<file path="src/rtl/fetch_unit.sv">
// fetch_unit: instruction fetch stage with a 2-entry instruction buffer.
//   clk_i          : clock, all state updates on rising edge
//   rst_i          : asynchronous active-low reset
//   stall_f_i      : decode hold, head of buffer is not consumed while 1
//   redirect_i     : one-cycle redirect pulse (branch/jump/exception)
//   redirect_pc_i  : redirect target, low two bits ignored
//   imem_req_o     : fetch request valid
//   imem_addr_o    : word-aligned fetch address
//   imem_ready_i   : memory accepts the request this cycle
//   imem_valid_i   : in-order read response valid
//   imem_rdata_i   : response instruction word
//   instr_f_o      : instruction to decode (NOP when buffer empty)
//   pc_plus_4_f_o  : fetch PC of instr_f_o plus 4 (pc_q when buffer empty)
//   instr_valid_f_o: instr_f_o holds a real fetched instruction
module fetch_unit #(
    parameter logic [31:0] RESET_PC = 32'h0000_0000,
    parameter int          DEPTH    = 2
) (
    input  logic        clk_i,
    input  logic        rst_i,
    input  logic        stall_f_i,
    input  logic        redirect_i,
    input  logic [31:0] redirect_pc_i,
    output logic        imem_req_o,
    output logic [31:0] imem_addr_o,
    input  logic        imem_ready_i,
    input  logic        imem_valid_i,
    input  logic [31:0] imem_rdata_i,
    output logic [31:0] instr_f_o,
    output logic [31:0] pc_plus_4_f_o,
    output logic        instr_valid_f_o
);
    // Buffer entry layout: {pc_plus_4, instr}
    logic [1:0][63:0] fifo_q, fifo_d;
    logic [31:0]      pc_q, pc_d;
    // Address of the request whose response will be kept next. Kept responses
    // always belong to the sequential stream started at the last redirect.
    logic [31:0]      resp_pc_q, resp_pc_d;
    logic [1:0]       out_cnt_q, out_cnt_d;
    logic [1:0]       drop_cnt_q, drop_cnt_d;
    logic [1:0]       cnt_q, cnt_d;
    logic             rd_ptr_q, rd_ptr_d;

    logic        resp, accept, push, pop, wr_idx;
    logic [2:0]  inflight;
    logic [31:0] target;
    logic [63:0] head;
    logic        unused_pc_lsbs;

    assign unused_pc_lsbs = ^redirect_pc_i[1:0];

    always_comb begin
        target     = {redirect_pc_i[31:2], 2'b00};
        inflight   = {1'b0, out_cnt_q} + {1'b0, cnt_q};
        // Gated by reset so the request stays low while rst_i is held.
        imem_req_o = rst_i && !redirect_i && (inflight < 3'(DEPTH));
        imem_addr_o = pc_q;
        accept     = imem_req_o && imem_ready_i;
        resp       = imem_valid_i && (out_cnt_q != 2'd0);
        push       = resp && (drop_cnt_q == 2'd0) && !redirect_i;
        pop        = (cnt_q != 2'd0) && !stall_f_i;
        // A push only happens with cnt_q <= 1, so the slot after the head is free.
        wr_idx     = rd_ptr_q ^ cnt_q[0];
        out_cnt_d  = out_cnt_q + {1'b0, accept} - {1'b0, resp};
        drop_cnt_d = redirect_i ? out_cnt_q - {1'b0, resp}
                                : drop_cnt_q - {1'b0, resp && (drop_cnt_q != 2'd0)};
        cnt_d      = redirect_i ? 2'd0 : cnt_q + {1'b0, push} - {1'b0, pop};
        rd_ptr_d   = redirect_i ? 1'b0 : rd_ptr_q ^ pop;
        pc_d       = redirect_i ? target : (accept ? pc_q + 32'd4 : pc_q);
        resp_pc_d  = redirect_i ? target : (push ? resp_pc_q + 32'd4 : resp_pc_q);
        fifo_d     = fifo_q;
        if (push)
            fifo_d[wr_idx] = {resp_pc_q + 32'd4, imem_rdata_i};
        head            = fifo_q[rd_ptr_q];
        instr_valid_f_o = cnt_q != 2'd0;
        instr_f_o       = instr_valid_f_o ? head[31:0] : 32'h0000_0000;
        pc_plus_4_f_o   = instr_valid_f_o ? head[63:32] : pc_q;
    end

    always_ff @(posedge clk_i or negedge rst_i) begin
        if (!rst_i) begin
            pc_q       <= RESET_PC;
            resp_pc_q  <= RESET_PC;
            out_cnt_q  <= 2'd0;
            drop_cnt_q <= 2'd0;
            cnt_q      <= 2'd0;
            rd_ptr_q   <= 1'b0;
            fifo_q     <= '0;
        end else begin
            pc_q       <= pc_d;
            resp_pc_q  <= resp_pc_d;
            out_cnt_q  <= out_cnt_d;
            drop_cnt_q <= drop_cnt_d;
            cnt_q      <= cnt_d;
            rd_ptr_q   <= rd_ptr_d;
            fifo_q     <= fifo_d;
        end
    end
endmodule

</file>
<file path="config.mk">
export PLATFORM = sky130hd
export DESIGN_NAME = fetch_unit
export DESIGN_NICKNAME = d
export VERILOG_FILES = /design/src/rtl/fetch_unit.sv
export SDC_FILE = /design/constraint.sdc
export NUM_CORES = 1
export LEC_CHECK = 0
export ABC_AREA = 1
export CAP_MARGIN = 25
export CORE_MARGIN = 2
export CORE_UTILIZATION = 39
export CTS_CLUSTER_SIZE = 12
export DETAILED_ROUTE_END_ITERATION = 7
export MAX_ROUTING_LAYER = met4
export SLEW_MARGIN = 20
export SYNTH_ARGS = -nofsm -noshare
export SYNTH_HDL_FRONTEND = slang
export SYNTH_SLANG_ARGS = --single-unit
</file>
<file path="constraint.sdc">
create_clock -name clk_i -period 2.1 [get_ports clk_i]
set_input_delay 0.21 -clock clk_i [delete_from_list [all_inputs] [get_ports clk_i]]
set_output_delay 0.21 -clock clk_i [all_outputs]
set_load 0.1 [all_outputs]
</file>
==> impl_metrics.csv, run 1 <==
group,metric,value,unit
global_route,grt_pass1_wl,53450,um
pwr,power.leakage,6.984,nW
status,status,"finished with violations",
floorplanning,initial_core_util,39.73,%
synth,synth-simple-area-share,29.15,%
place,post-dp-hpwl,23100,um
floorplanning,core_area,26060,um2
global_route,antenna_found_initial,0,
synth,netlist_area,10350,um2
cts,path_clk_slew,80,ps
cts,clk_latency,440,ps
critical_path,cp.required,1890,ps
timing,hold_violations,0,
route,dr.pass1.iters,5,
hold_path,min_path_type,"primary input to flop",
synth,synth-xor-area-share,1.607,%
critical_path,r2r_slack,70,ps
timing,rsz0062_at_grt,"yes",
synth,synth_top_family_by_area,"simple AND/OR/NAND/NOR gates",
timing,slew_violations,0,
synth,synth-adder-area-share,1.039,%
hold_path,min_path_cells,3,
finish,final_layout_size_suffix_gt1_share,19.70,%
critical_path,critical_path.endpoint_type,"output port",
synth,synth.avg_cell_area,7.077,um2
timing,relSlewSlack,56.03,%
finish,stdcell_area,15010,um2
timing,setup_ws,-143.1,ps
floorplanning,die_w,166.9,um
route,antenna_left,0,
finish,antenna_cells,0,
global_route,grt_overflow_total,0,
global_route,grt_max_degree,192,
place,placed_cell_area,13640,um2
timing,fmax,0.4458,GHz
floorplanning,io_pins,168,
route,drcViolationCount,0,
synth,synth_compound_area_share,13.08,%
timing,fin_crit_sh,106.8,%
global_route,grt_usage,25.04,%
pwr,power.density,1766,nW/um2
place,place_ws,121.5,ps
critical_path,cp_data_arrival_time,2030,ps
place,gp_congestion,0.9726,
timing,finalCriticalPeriod,2243,ps
synth,netlist_instances,1463,
route,wl_per_cell,16.61,um
critical_path,path_class,"flop to output port",
route,viasPerCell,5.085,
finish,fin_nets,1730,
timing,worstMarginPinSlew,659.5,ps
timing,setup_viol,47,
critical_path,path_max_fanout,5,
place,io_buffers,161,
floorplanning,die_height,166.9,um
pwr,max-vdd-ir-drop,0.002840,V
cts,cts_buffers,17,
synth,ys_seq_area_share,46.16,%
finish,area_delta_synth_final,45.02,%
synth,ys_types,34,
route,wl,33210,um
synth,yosys_warnings,0,
floorplanning,rows,59,
floorplanning,dieArea,27870,um2
synth,synth_mux_area_share,0.09668,%
cts,cts_buffer_depth,2,
global_route,grt_pass1_vias,9764,
cts,clock-sinks,191,
synth,ys_seq_elements,191,
timing,clock_skew,14.17,ps
route,drt-initial-drc-count,912,
cts,cts_tree,"built",
job,maxCapViolations,0,
cts,root_buffer,"clkbuf_16",
status,failed_checks,"setup timing",
route,vias,10169,
critical_path,rr_worst_depth,10,
cts,h-tree-depth,4,
critical_path,cp-start-kind,"flop",
finish,postLayoutCoreUtil,57.62,%
-- state kept, by name, summed over array words and instances, names as in the netlist --
register	flops
drop_cnt_q	2
imem_addr_o	30
rd_ptr_q	1
fifo_q	124
resp_pc_q	30
out_cnt_q	2
cnt_q	2
-- logic make-up (layout without fill, tap and decap cells) --
kind of cell / count (synthesis) / after routing
buffers and inverters: 219 / 418
other: 1 / 4
AO/OA/AOI/OAI: 253 / 253
flip-flops: 191 / 191
multiplexers: 1 / 1
AND/OR/NAND/NOR: 771 / 771
XOR/XNOR: 19 / 19
adder cells (fa/ha/maj): 8 / 8
-- metal layers --
layer	global-route usage, %	wire length (um)	vias to the layer above
li1	-	-	5001
met1	35.51	15500	4821
met2	36.45	14910	312
met3	5.490	2344	35
met4	6.222	457	0
met5	-	0	-
-- area by class of cell --
cell class	count	area (um2)
sequential	191	4803
clock inverter	14	192.7
inverter	152	581.8
multi-input combinational	1056	5435
tap	335	419.2
fill	2379	11040
timing repair buffer	234	3153
clock buffer	18	429.2
-- where the power goes --
group	total (mW)	internal, mW	switching (mW)
clock	3.45	1.83	1.62
combinational	17.1	6.17	11.0
sequential	5.92	5.01	0.916
-- worst max-delay path, cell delays in order (launching register included) --
cell       delay (ps)
dfrtp_1           400
buf_6             130
nor2_4            120
buf_6             130
bufbuf_16         270
buf_4             120
a21oi_1            60
a21oi_4           170
buf_12            190
-- what timing repair did --
action                                  in CTS  in global routing
endpoints found under the hold margin        0                 66
cloned                                       5                  1
hold buffers                                 0                  1
endpoints found under the setup margin      40                 81
pin swaps                                    6                 13
setup buffers                               12                  9
resized for setup                           73                 22
-- cell usage after synthesis (all sizes together) --
cell | number | area, um2
dfrtp | 191 | 4780
o21bai | 3 | 22.52
a31oi | 1 | 6.260
o221ai | 1 | 8.760
nand3 | 79 | 400.4
nand2 | 575 | 2158
o31ai | 1 | 7.510
fa | 1 | 20.02
ha | 7 | 87.58
conb | 1 | 3.750
o21a | 1 | 8.760
clkbuf | 35 | 131.4
nand3b | 1 | 7.510
xor2 | 14 | 122.6
xnor2 | 5 | 43.79
inv | 151 | 566.8
a21oi | 83 | 415.4
o22ai | 1 | 6.260
a22oi | 17 | 127.6
buf | 32 | 212.7
clkinv | 1 | 3.750
o211ai | 10 | 75.07
nor3 | 3 | 15.01
nor2 | 110 | 417.9
o21ai | 135 | 675.6
mux2i | 1 | 10.01
nand4 | 3 | 18.77
-- final timing paths --
| check | startpoint | to |
|---|---|---|
| min in group asynchronous | rst_i | drop_cnt_q[1] |
| worst min register to register | fifo_q[57] | fifo_q[57] |
| worst max-delay path | cnt_q[0] | pc_plus_4_f_o[13] |
| max in group asynchronous | rst_i | fifo_q[125] |
| worst max register to register | cnt_q[0] | imem_addr_o[17] |
| worst min-delay path | imem_rdata_i[13] | fifo_q[13] |
-- layout by cell type, fill, tap and decap left out, drive strengths merged, types with 21 or more instances in the layout --
cell / instances
nand2: 575
dfrtp: 191
buf: 163
inv: 159
o21ai: 135
nor2: 110
a21oi: 83
nand3: 79
clkdlybuf4s50: 66
clkbuf: 21
-- through the flow --
step	power [mW]	instances	hold slack [ps]	TNS [ps]
after floorplan	15.92	1466	-85.59	-1883
after global placement	21.13	1939	455.1	0
after detailed placement	21.26	1939	464.7	0
after CTS	26.21	1988	74.12	-3807
after global routing	27.82	2000	344.1	-6919
final	26.52	2000	333.6	-3000
(Power assumes the default switching activity.)
==> run 2: changes to the inputs <==
- CORE_UTILIZATION: 39 -> 37
==> run 2 against run 1 <==
The run still ends with setup timing left. Sequential power is essentially flat. Fmax grew 0.95%. First-iteration DRC count grew 6.6%. Setup slack gained 21 ps. Clock skew shrank 1.6 ps. Power is essentially flat. Hold slack lost 4.7 ps. Sequential share of layout area shrank 0.31 points. Die area grew 5.3%. Critical endpoint is now imem_req_o. Largest power group unchanged.
==> impl_metrics.csv, run 2 (same netlist as run 1, synthesis figures left out) <==
group,metric,value,unit
route,antenna_left,0,
critical_path,r2r_slack,110,ps
timing,rsz0062_at_grt,"yes",
critical_path,critPathMaxStageDelay,490,ps
floorplanning,die_height,171.3,um
floorplanning,dieArea,29340,um2
pwr,switchingPower,13.64,mW
finish,final_common_cell,"nand2_1",
route,dr.pass1.iters,5,
critical_path,cp_data_arrival_time,2010,ps
timing,clock_skew,12.59,ps
critical_path,cp_slowest_cell,"fa_1",
hold_path,min_path_type,"primary input to flop",
critical_path,path_class,"flop to output port",
hold_path,min_from,"imem_rdata_i[16]",
critical_path,crit_family,"buffers and inverters",
cts,clk_latency,440,ps
cts,clock-sinks,191,
finish,layout_common_cells,"573 x nand2_1, 172 x dfrtp_1, 145 x inv_1, 121 x o21ai_0, 97 x nor2_1",
place,post-dp-hpwl,24160,um
cts,path_clk_slew,80,ps
global_route,antenna_found_initial,0,
critical_path,critPathLaunch,"cnt_q[1]",
status,failed_checks,"setup timing",
route,vias,10196,
critical_path,crit_buf_inv,4,
cts,root_buffer,"clkbuf_16",
route,wl_per_cell,16.60,um
critical_path,cp_cell_sequence,"buf_6 > fa_1 > nor2_4 > buf_4 > nand2_2 > inv_2 > buf_12",
finish,stdcell_area,15160,um2
cts,cts_buffer_depth,2,
critical_path,r2r-start,"cnt_q[1]",
finish,top_register,"fifo_q",
global_route,grt_pass1_vias,9843,
place,placed_cell_area,13710,um2
finish,area_delta_synth_final,46.42,%
timing,tns,-2002,ps
critical_path,path_max_fanout,2,
route,drt-initial-drc-count,972,
finish,postLayoutCoreUtil,54.72,%
critical_path,rr_worst_depth,10,
critical_path,crit_cells,7,
timing,finalCriticalPeriod,2222,ps
critical_path,critical_path.endpoint_type,"output port",
timing,fmax,0.4501,GHz
floorplanning,rows,61,
status,status,"finished with violations",
timing,fin_crit_sh,105.8,%
finish,largest_reg_flops,124,
timing,hold_violations,0,
timing,setup_viol,37,
floorplanning,io_pins,168,
global_route,grt_overflow_total,0,
cts,cts_buffers,17,
place,io_buffers,161,
pwr,power.density,1750,nW/um2
timing,setup_ws,-121.9,ps
pwr,clockPowerShare,12.6,%
cts,h-tree-depth,4,
floorplanning,core_area,27710,um2
finish,final_layout_size_suffix_gt1_share,20.69,%
global_route,grt_pass1_wl,53400,um
floorplanning,initial_core_util,37.37,%
pwr,power.share.combinational,65.1,%
finish,fin_nets,1737,
route,wl,34040,um
timing,worstMarginPinSlew,954.5,ps
critical_path,reg2reg_to,"imem_addr_o[22]",
pwr,p_seq_share,22.4,%
job,maxCapViolations,0,
pwr,power.leakage,6.996,nW
cts,cts_tree,"built",
finish,antenna_cells,0,
route,drcViolationCount,0,
timing,slew_violations,0,
critical_path,crit_end,"imem_req_o",
global_route,grt_max_degree,162,
global_route,grt_usage,24.30,%
floorplanning,die_w,171.3,um
pwr,intPower,12.89,mW
pwr,max-vdd-ir-drop,0.0009847,V
timing,relSlewSlack,36.37,%
place,gp_congestion,0.9765,
pwr,swShare,51.41,%
route,viasPerCell,4.974,
critical_path,cp-start-kind,"flop",
critical_path,cp.required,1890,ps
-- run 2: final cells by class --
type	count	area, um2
Clock buffer	17	425.4
Fill cell	2579	12550
Timing Repair Buffer	241	3213
Multi-Input combinational cell	1056	5474
Tap cell	378	473.0
Clock inverter	15	191.4
Sequential cell	191	4803
Inverter	152	579.3
-- run 2: repair_timing --
item	CTS	global route
hold buffers	1	0
pin swaps	9	16
endpoints found under the setup margin	54	92
endpoints found under the hold margin	32	0
resized for setup	51	57
gates cloned	3	4
buffers inserted	18	7
-- run 2: worst register-to-register path: stages (launching register included) --
cell and delay, ps:
dfrtp_1 410, buf_6 130, fa_1 490, nor2_4 130
nand3_4 120, buf_6 170, inv_6 70, buf_12 110
buf_4 130, nand2_1 50, o21bai_1 110
-- run 2: power by group through the flow --
| stage | Sequential [mW] | Combinational, mW | Clock (mW) |
|---|---|---|---|
| final | 5.94 | 17.3 | 3.33 |
| after global routing | 6.12 | 18.2 | 3.56 |
| after global placement | 5.88 | 15.3 | 0 |
| after floorplan | 6.49 | 9.42 | 0 |
| after detailed placement | 5.92 | 15.4 | 0 |
| after CTS | 5.88 | 16.6 | 3.42 |
-- run 2: worst min-delay path by stage --
stage          depth (start not counted)  slack (ps)            end
2_1_floorplan                          0         -90       cnt_q[0]
3_3_place_gp                           2         290  drop_cnt_q[1]
3_5_place_dp                           2         290  drop_cnt_q[1]
6_report                               3         330     fifo_q[80]
5_1_grt                                3         330     fifo_q[17]
4_1_cts                                3         310     fifo_q[17]
-- run 2: metal layers --
layer  routed length, um  GRT usage [%]
met5                   0              -
met4                 531          5.969
met1               16120          34.58
met2               15080          35.61
met3                2300          4.832
-- run 2: per-stage QoR --
step                hold WS, ps  total power, mW  setup WS, ps  cells
global route              328.8            27.83        -221.0   2050
global placement          290.4            21.18         8.476   1986
finish                    328.9            26.53        -121.9   2050
floorplan                -85.59            15.92        -487.4   1466
detailed placement        289.8            21.31        -14.55   1986
CTS                       314.7            25.92        -100.4   2040
